<file path="config.mk">
export PLATFORM = sky130hd
export DESIGN_NAME = multiplexer_arb
export DESIGN_NICKNAME = d
export VERILOG_FILES = /design/src/rtl/multiplexer_arb.sv
export SDC_FILE = /design/constraint.sdc
export NUM_CORES = 1
export LEC_CHECK = 0
export BUFFER_PORTS_ARGS = -buffer_cell sky130_fd_sc_hd__clkbuf_2
export CAP_MARGIN = 10
export CORE_ASPECT_RATIO = 1.25
export CORE_MARGIN = 4
export CORE_UTILIZATION = 40
export CTS_BUF_LIST = sky130_fd_sc_hd__clkbuf_4
export DETAILED_ROUTE_END_ITERATION = 6
export PLACE_DENSITY = 0.81
export SETUP_SLACK_MARGIN = 0.2
export SYNTH_ARGS = -nofsm -noshare
export SYNTH_HDL_FRONTEND = slang
export SYNTH_SLANG_ARGS = --single-unit
export TNS_END_PERCENT = 30
</file>
<file path="constraint.sdc">
create_clock -name clock -period 2.17 [get_ports clock]
set_input_delay 0.1085 -clock clock [delete_from_list [all_inputs] [get_ports clock]]
set_output_delay 0.1085 -clock clock [all_outputs]
set_load 0.02 [all_outputs]
</file>
<file path="src/rtl/multiplexer_arb.sv">
// multiplexer_arb: CHANNELS-input, WIDTH-bit stream multiplexer with valid/ready
// handshakes on each input and on the single registered output.
//
// A combinational arbiter picks one requesting channel per cycle. The pick is
// round-robin or fixed priority (lowest index wins), chosen by arb_mode.
//
// Ports:
//   clock     - system clock, rising edge
//   reset     - synchronous, active-high reset
//   in_data   - flattened input words; channel i at [i*WIDTH +: WIDTH]
//   in_valid  - per-channel request
//   in_ready  - per-channel accept (combinational, at most one bit set)
//   arb_mode  - 0 = round-robin, 1 = fixed priority
//   out_data  - registered selected word
//   out_sel   - registered index of the channel that supplied out_data
//   out_valid - registered; out_data/out_sel hold a word
//   out_ready - downstream accept
module multiplexer_arb #(
  parameter int unsigned WIDTH    = 32,
  parameter int unsigned CHANNELS = 4,
  parameter int unsigned SEL_BITS = $clog2(CHANNELS)
) (
  input  logic                      clock,
  input  logic                      reset,
  input  logic [CHANNELS*WIDTH-1:0] in_data,
  input  logic [CHANNELS-1:0]       in_valid,
  output logic [CHANNELS-1:0]       in_ready,
  input  logic                      arb_mode,
  output logic [WIDTH-1:0]          out_data,
  output logic [SEL_BITS-1:0]       out_sel,
  output logic                      out_valid,
  input  logic                      out_ready
);

  // Channel count in the widened index width used for the modulo scan.
  localparam logic [SEL_BITS:0] ChanCnt  = (SEL_BITS+1)'(CHANNELS);
  localparam logic [SEL_BITS-1:0] LastCh = SEL_BITS'(CHANNELS - 1);

  logic [WIDTH-1:0]    chan_data [CHANNELS];
  logic                load;
  logic                grant_found;
  logic [SEL_BITS-1:0] grant_idx;
  logic [SEL_BITS:0]   rr_cand;
  logic [SEL_BITS-1:0] rr_idx;
  logic                transfer;

  logic [WIDTH-1:0]    data_q, data_d;
  logic [SEL_BITS-1:0] sel_q, sel_d;
  logic                valid_q, valid_d;
  logic [SEL_BITS-1:0] rr_ptr_q, rr_ptr_d;

  always_comb begin
    for (int i = 0; i < CHANNELS; i++) begin
      chan_data[i] = in_data[i*WIDTH +: WIDTH];
    end
  end

  // The output register can take a word when empty or being drained this cycle.
  assign load = !valid_q | out_ready;

  // Both scans run from the far end toward the preferred end so the last hit,
  // i.e. the preferred requester, is the one that sticks.
  always_comb begin
    grant_found = 1'b0;
    grant_idx   = '0;
    rr_cand     = '0;
    rr_idx      = '0;
    if (arb_mode) begin
      for (int i = CHANNELS - 1; i >= 0; i--) begin
        if (in_valid[i]) begin
          grant_found = 1'b1;
          grant_idx   = SEL_BITS'(i);
        end
      end
    end else begin
      for (int k = CHANNELS - 1; k >= 0; k--) begin
        // rr_ptr + k modulo CHANNELS; one conditional subtract is enough since
        // both operands are below CHANNELS.
        rr_cand = {1'b0, rr_ptr_q} + (SEL_BITS+1)'(k);
        if (rr_cand >= ChanCnt) begin
          rr_cand = rr_cand - ChanCnt;
        end
        rr_idx = rr_cand[SEL_BITS-1:0];
        if (in_valid[rr_idx]) begin
          grant_found = 1'b1;
          grant_idx   = rr_idx;
        end
      end
    end
  end

  assign transfer = load & grant_found & !reset;

  always_comb begin
    for (int i = 0; i < CHANNELS; i++) begin
      in_ready[i] = transfer & (grant_idx == SEL_BITS'(i));
    end
  end

  always_comb begin
    data_d   = data_q;
    sel_d    = sel_q;
    valid_d  = valid_q;
    rr_ptr_d = rr_ptr_q;
    if (transfer) begin
      // A new word overwrites any word draining this cycle: no bubble.
      data_d   = chan_data[grant_idx];
      sel_d    = grant_idx;
      valid_d  = 1'b1;
      rr_ptr_d = (grant_idx == LastCh) ? '0 : grant_idx + SEL_BITS'(1);
    end else if (out_ready) begin
      valid_d = 1'b0;
    end
  end

  always_ff @(posedge clock) begin
    if (reset) begin
      data_q   <= '0;
      sel_q    <= '0;
      valid_q  <= 1'b0;
      rr_ptr_q <= '0;
    end else begin
      data_q   <= data_d;
      sel_q    <= sel_d;
      valid_q  <= valid_d;
      rr_ptr_q <= rr_ptr_d;
    end
  end

  assign out_data  = data_q;
  assign out_sel   = sel_q;
  assign out_valid = valid_q;

endmodule
</file>
==> impl_results.md, run 1 <==
* Tmin final at 2.04 ns
* Synth top area share at 21.2%
* Int Pwr at 0.00169 W
* Post-DP HPWL at 9270 um
* Root Buffer: clkbuf_4
* Area delta synth->final at 41.0%
* Async set-or-reset flop fraction in the synthesized netlist at 0%
* Antenna violations before repair at 0
* PortBufs at 174
* Sw Ratio at 41.2%
* Post-synth EDFFs at 0
* DR DRC count at 0
* Die footprint at 10,300 sq um
* Share of layout cells above drive strength 1 at 45.8%
* Yosys cell types at 42
* Post-Route WL at 13,500 um
* Vias at 4,343
* Top area cells in the synthesized netlist: dfxtp_1 (21%), a211oi_1 (8.6%), and3_1 (8.1%)
* Cells on Worst Hold Path at 3
* First-pass GRT wire length at 21,100 um
* Worst Hold End: out_valid
* Core area at 8380 sq um
* GR Overflow Total at 0
* CP Cell Sequence: nor2b_1, o21ai_2, a21o_4, buf_12, nand2_2, nor3_2, buf_4
* Via density at 6.02
* Register area share after synthesis at 21.2%
* Cells after Synth at 442
* Drt pass-1 iters at 7
* Num ports at 175
* Fillers at 751
* Vias in the first global route at 4,343
* Initial core utilization at 41.7%
* Reg2reg start: rr_ptr_q[0]
* Pin count of the biggest net entering global routing at 49
* Die width at 91.6 um
* Final Max Tran Viols at 0
* CTS Buf Count at 5
* Data arrival, critical path at 1.94 ns
* Post-synth top cells: and3_1 (45), inv_1 (45), a211oi_1 (40)
* Hold_sp: out_ready
* Sink Count at 37
* Cell taking the most area after synthesis: dfxtp_1
* Slowest cell on crit path: dfxtp_4
* YS warnings at 0
* Ys flop type: dfxtp_1
* Starting DRT DRC Count at 360
* Fin nets at 740
* Crit-path max FO at 11
* Tot GR Track Use at 24.5%
* RSZ-0062 raised after global routing: yes
* Status: finished, final reports clean
* FF/Latch Area at 748 sq um
* Dpl ws at -0.000831 ns
* Reg2Reg Depth at 10
* Placed cell count at 698
* Synth Net Count at 578
* Antenna-violating nets left at 0
* Htree depth at 2
* Row cnt at 37
* Reg2reg setup slack at 0.18 ns
* Leak at 2.30 nW
* Maximum buffer depth of the clock tree at 2
* Avg Inst Size Synth at 7.91 sq um
* Multi-input gate area at 2500 sq um
* FMAX at 489 MHz
* Critical path class: flip-flop to output pin
* Worst skew pair latency at 0.36 ns
* ANT cells at 0
* Startpoint Class: flip-flop
* CTS tree: built
* Post-route insts no fill at 722
* Rel. slew slack at 66.5%
* Worst-path clk slew at 0.11 ns
* Critical Path RT at 2.06 ns
* PwrDens at 583 nW/um^2
* Sw power at 0.00118 W
* #FFs+latches synth at 37
* Post-route clock period utilization at 94.2%
* Final WS setup at 0.126 ns
* Worst r2r dst: out_sel[0]
* CP max stage delay at 0.39 ns
* Maximum vdd drop at 291 uV
* Clock Skew at 0.0140 ns
* Worst-Margin Slew at 0.490 ns
* Max Cap Viol at 0
* Synth Cell Area at 3500 sq um
* Die height at 113 um
* Gpl congestion at 0.848
* Hold Buf Count CTS at 0
* Fin Hold WS at 0.0341 ns
* Hold Path Class: input pin to flip-flop
* DR WL/cell at 18.7 um
* # setup viols final at 0
* Sequential fraction of design power at 30.9%
* Hold Violations, Final at 0
* Clock group share of total power at 17.4%
* Final Power at 0.00287 W
* Gate power share at 51.7%
* CP Capture Type: output pin
## power by group through the flow
stage	Combinational, W	Clock, W	Sequential [W]
6_report	0.00149	0.000500	0.000888
2_1_floorplan	0.000721	0	0.00102
4_1_cts	0.00143	0.000507	0.000886
3_3_place_gp	0.00128	0	0.000899
3_5_place_dp	0.00131	0	0.000901
5_1_grt	0.00159	0.000537	0.000905
## metal layers
| metal | share of wire, % | up-vias | wire (um) | GRT usage, % |
|---|---|---|---|---|
| met1 | 40 | 1996 | 5400 | 29.3 |
| met3 | 8.2 | 33 | 1110 | 5.09 |
| met5 | 0 | - | 0 | 0 |
| li1 | - | 2054 | - | - |
| met2 | 50 | 260 | 6720 | 43.0 |
| met4 | 2.1 | 0 | 277 | 8.55 |
## placed cells by master (no fill, tap or decap), types with 4 or more instances in the layout
cell type    n
a211oi_2    12
o31ai_1     20
nor2_1       6
a222oi_1    20
nor2b_1      4
nor3_2       4
nand3b_1    35
a31oi_1     20
a2111oi_0   14
clkbuf_2   170
o221ai_2    10
a211oi_1    37
and3_1      44
inv_1       44
clkbuf_4     6
buf_12       4
a2111oi_1    4
buf_4       33
a21boi_0    21
dfxtp_1     35
buf_6        6
## timing repair
action | 4_1_cts | 5_1_grt
cloned | 2 | 1
gates resized for setup | 42 | 23
buffers inserted | 11 | 3
pin swaps | 4 | 11
setup endpoints to repair | 36 | 33
## registers in the layout, indices dropped and copies added, names as in the netlist
| register | count |
|---|---|
| out_data | 32 |
| out_valid | 1 |
| out_sel | 2 |
| rr_ptr_q | 2 |
## worst max-delay path by stage
stage	start	endpoint	slack, ns	cells past startpoint
3_5_place_dp	rr_ptr_q[0]	out_data[5]	-0.0008	5
4_1_cts	rr_ptr_q[0]	in_ready[3]	0.16	7
6_report	rr_ptr_q[0]	in_ready[3]	0.13	7
3_3_place_gp	rr_ptr_q[0]	out_data[10]	0.16	5
2_1_floorplan	rr_ptr_q[0]	in_ready[2]	0.19	8
5_1_grt	rr_ptr_q[0]	in_ready[3]	0.04	7
## metrics by stage
stage | cell area, sq um | util, % | setup TNS (ns)
floorplan | 3500 | - | 0
global placement | 4480 | 53.4 | 0
detailed placement | 4480 | 53.4 | -0.000831
CTS | 4840 | 57.8 | 0
global route | 4930 | 58.8 | 0
finish | 4930 | 58.8 | 0
## area by class of cell
class	instances	area share, %
multi-input cells	299	50.6
repair buffers	216	26.2
flip-flops and latches	37	15.2
inverters	45	3.43
well taps	117	2.97
clock buffers	6	0.913
clock inverters	2	0.685
## critical path: cells and delay by family (launching register included)
family                 cells  cell delay [ns]
and+or+nand+nor            3             0.41
buffers and inverters      2             0.32
DFF                        1             0.39
AOI/OAI and AO/OA          2             0.46
## cells by family (layout without fill, tap and decap cells)
group / after synthesis / in the layout / synth area share [%]
buffers and inverters: 106 / 269 / 13.3
AOI/OAI and AO/OA: 184 / 184 / 44.0
and+or+nand+nor: 113 / 113 / 20.9
DFF: 37 / 37 / 21.2
muxes: 2 / 2 / 0.572
No activity file was read; power rests on OpenSTA's default activity.
==> run 2, diff against run 1 <==
==> constraint.sdc (replaced) <==
create_clock -name clock -period 2.17 [get_ports clock]
set_input_delay 0.3255 -clock clock [delete_from_list [all_inputs] [get_ports clock]]
set_output_delay 0.3255 -clock clock [all_outputs]
set_load 0.02 [all_outputs]
==> run 2 against run 1 <==
  * The flow now finishes with violations (negative setup slack)
  * Final cell count is 0.42% lower
  * Highest routed layer unchanged
  * Via count is 0.71% higher
  * Combinational power hardly changed
  * Largest cell class unchanged
  * Sequential power hardly changed
  * Largest power group unchanged
==> impl_results.md, run 2 (synthesis results as in run 1) <==
* Commonest non-fill, non-tap cells in the layout: clkbuf_2 (170), inv_1 (45), and3_1 (45)
* Area delta synth->final at 40.1%
* Placement Cell Area at 4580 sq um (+2.3%)
* Root Buffer: clkbuf_4
* Tot GR Track Use at 24.2% (-0.27 points)
* Placed cell count at 702 (+0.57%)
* Antenna violations before repair at 0 (unchanged)
* Worst-path clk slew at 0.12 ns (about the same)
* GR Overflow Total at 0 (unchanged)
* Critical path class: flip-flop to output pin
* Buffers and inverters on the worst path at 3 (+1)
* Pin count of the biggest net entering global routing at 49 (unchanged)
* Htree depth at 2 (unchanged)
* Fin nets at 738 (-0.27%)
* CP Capture Type: output pin
* Starting DRT DRC Count at 334 (-7.2%)
* Final Power at 0.00275 W (-4.3%)
* Sink Count at 37 (unchanged)
* FMAX at 457 MHz (-6.6%)
* CTS Buf Count at 5 (unchanged)
* Hold Path Class: input pin to flip-flop
* CTS tree: built
* Via density at 6.08 (+1.1%)
* Status: finished with violations
* Die width at 91.6 um (unchanged)
* Crit-path max FO at 5 (-6)
* Final WS setup at -0.0185 ns (-0.144 ns)
* DR WL/cell at 18.5 um (-0.85%)
* Share of layout cells above drive strength 1 at 45.5% (-0.27 points)
* Data arrival, critical path at 1.86 ns (-0.08 ns)
* Commonest non-fill, non-tap cell in the layout: clkbuf_2
* Post-Route WL at 13,300 um (-1.3%)
* Leak at 2.28 nW (-0.71%)
* Maximum vdd drop at 293 uV (+0.82%)
* Final instance area at 4900 sq um (-0.66%)
* Failing checks: negative setup slack
* Max reg flops at 32 (unchanged)
* Max Cap Viol at 0 (unchanged)
* Die footprint at 10,300 sq um (unchanged)
* Worst-Margin Slew at 0.470 ns (-0.0195 ns)
* Final Max Tran Viols at 0 (unchanged)
* Antenna-violating nets left at 0 (unchanged)
* CP max stage delay at 0.40 ns (about the same)
* Post-route clock period utilization at 101% (+6.7 points)
* Worst skew pair latency at 0.36 ns (about the same)
* PortBufs at 174 (unchanged)
* Most used cell, CP: buf_4
* Rel. slew slack at 67.9% (+1.3 points)
* Critical Path RT at 1.84 ns (-0.22 ns)
* Startpoint Class: flip-flop
* Hold Buf Count CTS at 0 (unchanged)
* ANT cells at 0 (unchanged)
* Slowest cell on crit path: dfxtp_4
* Gpl congestion at 0.866 (+2.1%)
* Hold Violations, Final at 0 (unchanged)
* Post-route insts no fill at 719 (-0.42%)
* Num ports at 175 (unchanged)
* Family with the most delay on the worst path: compound AO/OA/AOI/OAI gates
* Row cnt at 37 (unchanged)
* Tmin final at 2.19 ns (+0.144 ns)
* PwrDens at 561 nW/um^2 (-3.7%)
* Vias in the first global route at 4,458 (+2.6%)
* DR DRC count at 0 (unchanged)
* Maximum buffer depth of the clock tree at 2 (unchanged)
* RSZ-0062 raised after global routing: yes
* Die height at 113 um (unchanged)
* Initial core utilization at 41.7% (unchanged)
* First-pass GRT wire length at 20,800 um (-1.4%)
* Core area at 8380 sq um (unchanged)
* Clock Skew at 0.0126 ns (-0.00138 ns)
* Vias at 4,374 (+0.71%)
* # setup viols final at 3 (+3)
* CP Cell Sequence: buf_4, nor2b_4, a211o_1, o31ai_4, buf_12, nor3_2, buf_4
* Post-DP HPWL at 9480 um (+2.2%)
* Drt pass-1 iters at 6 (-1)
run 2: cell types whose count changed in the layout (fill, tap and decap cells not counted), moves of 3 or more:
cell | previous run | this run
buf_4 | 33 | 29
a211oi_2 | 12 | 19
a211oi_1 | 37 | 30
buf_12 | 4 | 7
a2111oi_0 | 14 | 19
a2111oi_1 | 4 | 1
run 2: cell type report:
class / count / area, sq um
fill: 720 / 3480
multi-input combinational: 300 / 2500
timing repair buffer: 213 / 1290
sequential: 37 / 746
inverter: 45 / 169
tap: 117 / 146
clock buffer: 6 / 45.0
clock inverter: 1 / 3.75
run 2: where the power goes:
part / switching, W / internal, W / total [W]
Sequential: 0.0000793 / 0.000805 / 0.000885
Clock: 0.000245 / 0.000131 / 0.000376
Combinational: 0.000849 / 0.000640 / 0.00149
run 2: worst register-to-register path: stages (launching register included):
cell and delay, ns:
dfxtp_4 0.40, buf_4 0.13, nand2_1 0.05, a21o_1 0.24, a21o_4 0.25, buf_4 0.15
buf_12 0.15, a222oi_1 0.39, o31ai_1 0.10
run 2: worst paths after layout:
kind / startpoint / endpoint / slack, ns / cells past startpoint
worst max-delay path: rr_ptr_q[0] / in_ready[0] / -0.02 / 7
worst min-delay path: out_ready / out_valid / 0.27 / 3
worst min register to register: out_sel[0] / out_sel[0] / 0.46 / 2
worst max register to register: rr_ptr_q[0] / out_data[31] / 0.19 / 8
run 2: layer usage:
metal	track usage [%]	wire length (um)
met5	0	0
met2	43.6	6880
met4	10.4	304
met3	3.89	1010
met1	28.0	5140
run 2: what timing repair did:
item / in CTS / in global routing
setup buffers: 1 / 8
gates cloned: 1 / 0
gates resized for setup: 15 / 35
setup endpoints to repair: 40 / 41
hold endpoints to repair: 0 / 0
pin swaps: 5 / 27
run 2: per-stage QoR:
stage	util, %	hold slack (ns)	setup WS (ns)	setup TNS (ns)
after floorplan	-	0.506	0.183	0
after global placement	54.7	0.449	0.143	0
after detailed placement	54.7	0.450	0.104	0
after CTS	56.4	0.263	-0.00807	-0.00807
after global routing	58.5	0.278	-0.0950	-0.325
final	58.5	0.268	-0.0185	-0.0403
